===== config.mk =====
export PLATFORM = sky130hd
export DESIGN_NAME = icache_dm
export DESIGN_NICKNAME = d
export VERILOG_FILES = /design/src/rtl/icache_dm.sv
export SDC_FILE = /design/constraint.sdc
export NUM_CORES = 2
export LEC_CHECK = 0
export CORE_MARGIN = 5
export CORE_UTILIZATION = 55
export DETAILED_ROUTE_END_ITERATION = 16
export PLACE_DENSITY = 0.68
export SLEW_MARGIN = 20
export SYNTH_ARGS = -nofsm -noshare
export SYNTH_HDL_FRONTEND = slang
export SYNTH_SLANG_ARGS = --single-unit

===== constraint.sdc =====
create_clock -name CLK -period 4.25 [get_ports CLK]
set_input_delay 0.6375 -clock CLK [delete_from_list [all_inputs] [get_ports CLK]]
set_output_delay 0.6375 -clock CLK [all_outputs]
set_load 0.05 [all_outputs]

===== src/rtl/icache_dm.sv =====
// Direct-mapped read-only instruction cache between the fetch stage and the
// instruction port of main memory. Hits return combinationally; a miss stalls
// the CPU, fills the whole line one word per qualified MEM_VALID1 rising edge,
// spends one REPLAY cycle, and then lets the lookup hit.
// Optional build macro ICACHE_STATS_EN adds saturating HIT_COUNT / MISS_COUNT.
module icache_dm #(
    parameter int INDEX_BITS  = 4,
    parameter int OFFSET_BITS = 2
) (
    input  logic        CLK,
    input  logic        RST,
    input  logic [31:0] PC,
    input  logic        CPU_RDEN,
    output logic [31:0] INSTR,
    output logic        STALL,
    output logic        HIT,
    output logic        MEM_RDEN1,
    output logic [13:0] MEM_ADDR1,
    input  logic [31:0] MEM_DOUT1,
    input  logic        MEM_VALID1
`ifdef ICACHE_STATS_EN
    ,
    output logic [31:0] HIT_COUNT,
    output logic [31:0] MISS_COUNT
`endif
);

    localparam int TAG_BITS = 14 - INDEX_BITS - OFFSET_BITS;
    localparam int LINES    = 1 << INDEX_BITS;
    localparam int WORDS    = 1 << (INDEX_BITS + OFFSET_BITS);

    typedef enum logic [1:0] {
        ST_IDLE,
        ST_FILL,
        ST_REPLAY
    } state_t;

    // Word-address split of the fetch PC; byte offset and upper bits are unused.
    logic [OFFSET_BITS-1:0] pc_offset;
    logic [INDEX_BITS-1:0]  pc_index;
    logic [TAG_BITS-1:0]    pc_tag;
    logic                   pc_unused;

    assign pc_offset = PC[2 +: OFFSET_BITS];
    assign pc_index  = PC[2 + OFFSET_BITS +: INDEX_BITS];
    assign pc_tag    = PC[15 -: TAG_BITS];
    assign pc_unused = ^{PC[31:16], PC[1:0]};

    // Storage
    logic [31:0]         data_mem [WORDS];
    logic [TAG_BITS-1:0] tag_mem  [LINES];
    logic [LINES-1:0]    valid_q;

    // Control state
    state_t                 state_q, state_d;
    logic [TAG_BITS-1:0]    miss_tag_q, miss_tag_d;
    logic [INDEX_BITS-1:0]  miss_index_q, miss_index_d;
    logic [OFFSET_BITS-1:0] word_cnt_q, word_cnt_d;
    logic                   armed_q, armed_d;
    logic                   valid_prev_q;

    // Combinational outputs before reset gating
    logic        hit_c;
    logic        stall_c;
    logic        rden_c;
    logic [31:0] instr_c;
    logic [13:0] addr_c;
    logic        accept_c;
    logic        last_word_c;

    // Lookup, miss detection, fill sequencing and next-state selection.
    always_comb begin
        // NOTE: every variable gets a default first so no path infers a latch.
        state_d      = state_q;
        miss_tag_d   = miss_tag_q;
        miss_index_d = miss_index_q;
        word_cnt_d   = word_cnt_q;
        armed_d      = armed_q;
        hit_c        = 1'b0;
        stall_c      = 1'b0;
        rden_c       = 1'b0;
        instr_c      = '0;
        addr_c       = '0;
        accept_c     = 1'b0;
        last_word_c  = 1'b0;

        case (state_q)
            ST_IDLE: begin
                hit_c = CPU_RDEN && valid_q[pc_index] && (tag_mem[pc_index] == pc_tag);
                if (hit_c) begin
                    instr_c = data_mem[{pc_index, pc_offset}];
                end else if (CPU_RDEN) begin
                    stall_c      = 1'b1;
                    miss_tag_d   = pc_tag;
                    miss_index_d = pc_index;
                    word_cnt_d   = '0;
                    armed_d      = 1'b0;
                    state_d      = ST_FILL;
                end
            end
            ST_FILL: begin
                stall_c = 1'b1;
                rden_c  = 1'b1;
                addr_c  = {miss_tag_q, miss_index_q, word_cnt_q};
                // Capture only on a rising valid edge seen after the address
                // has been held for a full cycle; stale high levels are ignored.
                accept_c    = armed_q && MEM_VALID1 && !valid_prev_q;
                last_word_c = accept_c && (word_cnt_q == '1);
                if (accept_c) begin
                    word_cnt_d = word_cnt_q + 1'b1;
                    armed_d    = 1'b0;
                    if (last_word_c) begin
                        state_d = ST_REPLAY;
                    end
                end else begin
                    armed_d = 1'b1;
                end
            end
            ST_REPLAY: begin
                stall_c = 1'b1;
                state_d = ST_IDLE;
            end
            default: begin
                state_d = ST_IDLE;
            end
        endcase
    end

    // Outputs read as idle while reset is held, even with a request pending.
    assign HIT       = RST ? 1'b0  : hit_c;
    assign STALL     = RST ? 1'b0  : stall_c;
    assign INSTR     = RST ? '0    : instr_c;
    assign MEM_RDEN1 = RST ? 1'b0  : rden_c;
    assign MEM_ADDR1 = RST ? '0    : addr_c;

    // Control registers and per-line valid bits.
    always_ff @(posedge CLK or posedge RST) begin
        if (RST) begin
            state_q      <= ST_IDLE;
            miss_tag_q   <= '0;
            miss_index_q <= '0;
            word_cnt_q   <= '0;
            armed_q      <= 1'b0;
            valid_prev_q <= 1'b0;
            valid_q      <= '0;
        end else begin
            // NOTE: sequential state uses non-blocking assignment so every
            // register samples the pre-edge values regardless of order.
            state_q      <= state_d;
            miss_tag_q   <= miss_tag_d;
            miss_index_q <= miss_index_d;
            word_cnt_q   <= word_cnt_d;
            armed_q      <= armed_d;
            valid_prev_q <= MEM_VALID1;
            if (last_word_c) begin
                valid_q[miss_index_q] <= 1'b1;
            end
        end
    end

    // Line fill writes into the data and tag arrays.
    always_ff @(posedge CLK) begin
        // NOTE: the arrays have no reset; the valid bits alone qualify their contents.
        if (accept_c) begin
            data_mem[{miss_index_q, word_cnt_q}] <= MEM_DOUT1;
        end
        if (last_word_c) begin
            tag_mem[miss_index_q] <= miss_tag_q;
        end
    end

`ifdef ICACHE_STATS_EN
    logic [31:0] hit_count_q;
    logic [31:0] miss_count_q;

    // Saturating hit and miss counters.
    always_ff @(posedge CLK or posedge RST) begin
        if (RST) begin
            hit_count_q  <= '0;
            miss_count_q <= '0;
        end else begin
            if (hit_c && (hit_count_q != 32'hFFFF_FFFF)) begin
                hit_count_q <= hit_count_q + 32'd1;
            end
            if ((state_q == ST_IDLE) && (state_d == ST_FILL) && (miss_count_q != 32'hFFFF_FFFF)) begin
                miss_count_q <= miss_count_q + 32'd1;
            end
        end
    end

    assign HIT_COUNT  = hit_count_q;
    assign MISS_COUNT = miss_count_q;
`endif

endmodule

==> results.yml <==
cells_and_area:
  num-fill-cells: 9758
  final_common_cell: "edfxtp_1"
  finalNetCount: 3873
  fin_cells: 6016
  multi_input_area_um2: 18500
  drive_gt1_share_pct: 36.0
  register_area_um2: 66200
  mostFrequentLayoutCells: "edfxtp_1 (2176), mux4_2 (681), clkbuf_16 (211)"
  areaGrowthSynthToFinish_pct: 15.2
power:
  p_seq_share_pct: 54.4
  p_per_area_nw_per_um2: 464
  total_switching_power_w: 0.00995
  swShare_pct: 22.0
  power_leakage_nw: 30.7
  intPower_w: 0.0353
  peakVddDrop_uv: 450
  combPwrFrac_pct: 6.8
  pwr-share-clk_pct: 38.8
  p_total_w: 0.0453
synth:
  synth-edff-count: 2176
  ys_warn_count: 0
  ys_async_sr_fraction_pct: 1.54
  synth_flop_cell: "edfxtp_1"
  synth_cells: 3427
  synth_cell_type_count: 51
  synth-seq-cells: 2210
  synthesis.nets: 3499
  yosysSeqAreaShare_pct: 78.1
  syn-cell-area_um2: 84700
  syn_area_per_cell_um2: 24.7
worst_hold_path:
  hp-class: "input pin to flop"
  hold_start: "MEM_DOUT1[8]"
routing:
  wl_um: 207000
  drc: 0
  wl_per_cell_um: 34.4
  drtAntennaViolNets: 0
  drtIter0Drc: 4799
  vias: 39700
  dr.pass1.iters: 5
  vias_per_cell: 6.60
grt:
  antenna_found_initial: 6
  grt_max_degree: 69
  grt.overflow.total: 0
  grt_pass1_wl_um: 297000
  grt.total_usage_pct: 25.8
  grt_pass1_vias: 40700
cts:
  root_buffer: "clkbuf_16"
  cts_buffers: 208
  clock_path_buffers: 3
  htreeDepth: 4
  clkTransAtPathRegs_ps: 60
  cts_sinks: 2210
  cts_tree: "done"
  clk_latency_ps: 820
sta:
  setup_ws_ps: -321
  fin_tns_setup_ps: -7030
  hold_viol: 0
  maxSlewViolCount: 0
  fin_skew_ps: 26.7
  tightest_slew_ps: 1140
  rsz0062_at_grt: "yes"
  relSlewSlack_pct: 23.7
  finalCritPeriodShare_pct: 108
  setup_viol: 33
  max_freq_mhz: 219
  fin_crit_ps: 4570
floorplanning:
  die_area_um2: 162000
  coreArea_um2: 154000
  initial_core_util_pct: 55.1
  die_h_um: 402
  die_width_um: 402
  rows: 144
  ioPinCount: 117
worst_setup_path:
  slowest_delay_ps: 520
  cp_top_family: "multiplexers"
  startpoint_type: "flop"
  crit_start: "tag_mem[11][1]"
  crit_path_cell_trace: "mux4_1 > mux4_2 > xnor2_1 > nand2_1 > nor4_4 > buf_4 > nand3_4 > buf_12 > buf_12 > a211oi_4 > buf_4 > buf_8"
  path_max_fanout: 9
  crit_buf_inv: 5
  cp-end-kind: "output port"
  critical_path_required_ps: 3610
  r2r-start: "state_q[1]"
  crit_arrival_ps: 3930
  critPathSlowestCell: "mux4_1"
  worstSetupPathType: "flop to output port"
placement:
  preCtsSetupSlack_ps: -295
  numPortBuffers: 98
  placed_cells: 5621
  gp_congestion: 0.830
  hpwlAfterDp_um: 112000
job:
  drv_cap: 0
run_status:
  violations: "negative setup slack"
  status: "finished with violations"
==> final cells by class <==
class | instances | area share, %
antenna | 3 | 0.00769
clock buffer | 264 | 5.62
clock inverter | 114 | 0.937
inverter | 10 | 0.0410
multi-input combinational | 1024 | 19.0
sequential | 2210 | 67.8
tap | 2044 | 2.62
timing repair buffer | 347 | 3.98
==> stage by stage <==
stage,cell area [um^2],utilization (%),hold slack (ps)
global route,97600,63.5,207
finish,97600,63.5,230
detailed placement,90400,58.8,457
CTS,97300,63.3,241
global placement,90400,58.8,447
floorplan,84700,-,434
==> per-layer routing <==
layer | wire (um) | vias to the layer above | part of all wire, % | global-route usage (%)
met1 | 78300 | 21600 | 38 | 36.8
met3 | 19800 | 388 | 9.6 | 5.12
met4 | 6050 | 2 | 2.9 | 7.21
li1 | - | 15600 | - | -
met5 | 13 | - | 0.0063 | 0
met2 | 103000 | 2152 | 50 | 41.6
==> state kept, by name (all words and copies together), names as in the netlist <==
register      count
data_mem       2048
word_cnt_q        2
valid_q          16
state_q           2
miss_tag_q        8
valid_prev_q      1
armed_q           1
tag_mem         128
miss_index_q      4
==> Yosys cell counts, types with 2 or more instances <==
| cell type | instances | area share [%] |
|---|---|---|
| nand3b_1 | 3 | 0.027 |
| mux4_1 | 3 | 0.093 |
| a22oi_1 | 10 | 0.089 |
| nand2b_1 | 3 | 0.022 |
| xnor2_1 | 9 | 0.093 |
| or2_2 | 19 | 0.14 |
| edfxtp_1 | 2176 | 77 |
| a21oi_1 | 3 | 0.018 |
| mux2_2 | 6 | 0.080 |
| buf_1 | 51 | 0.23 |
| a21boi_0 | 2 | 0.018 |
| nor4_1 | 4 | 0.030 |
| buf_2 | 22 | 0.13 |
| buf_12 | 3 | 0.071 |
| a211oi_1 | 29 | 0.26 |
| nor2b_1 | 35 | 0.26 |
| inv_1 | 9 | 0.040 |
| nor2_1 | 88 | 0.39 |
| and2_1 | 2 | 0.015 |
| mux2i_1 | 47 | 0.56 |
| or3_1 | 3 | 0.022 |
| and3_1 | 12 | 0.089 |
| nand3_1 | 4 | 0.024 |
| o21ai_0 | 5 | 0.030 |
| a2111oi_0 | 2 | 0.021 |
| buf_6 | 3 | 0.040 |
| ha_1 | 4 | 0.059 |
| dfrtp_1 | 34 | 1.0 |
| buf_4 | 4 | 0.035 |
| mux2_4 | 8 | 0.14 |
| nor3_1 | 10 | 0.059 |
| nand2_1 | 16 | 0.071 |
| mux4_2 | 681 | 18 |
| clkbuf_1 | 100 | 0.44 |
==> final timing paths <==
| kind | slack, ps | end | cells after the start |
|---|---|---|---|
| max reg2reg | 330 | data_mem[28][10] | 8 |
| max in group asynchronous | 3320 | valid_q[4] | 3 |
| min | 230 | data_mem[16][8] | 1 |
| max | -320 | INSTR[25] | 12 |
| min in group asynchronous | 520 | state_q[0] | 3 |
| min reg2reg | 470 | valid_q[11] | 1 |
==> power groups by stage <==
stage	combinational (W)	sequential (W)	clock (W)
after floorplan	0.00173	0.0249	0
after global placement	0.00291	0.0250	0
after CTS	0.00306	0.0246	0.0179
after global routing	0.00324	0.0247	0.0189
final	0.00309	0.0246	0.0176
after detailed placement	0.00302	0.0251	0
==> repair_timing <==
action / CTS / global route
setup buffers: 4 / 2
setup endpoints to repair: 33 / 34
pin swaps: 5 / 4
gates cloned: 3 / 0
hold buffers: 0 / 0
gates resized for setup: 108 / 13
==> cells by family after synthesis <==
group / synth area share (%)
flip-flops: 78.1
multiplexers: 19.0
AND/OR/NAND/NOR: 1.18
buffers and inverters: 0.989
AO/OA/AOI/OAI: 0.572
XOR/XNOR: 0.0930
adder cells (fa/ha/maj): 0.0591
Power figures use the tool's default switching activity.
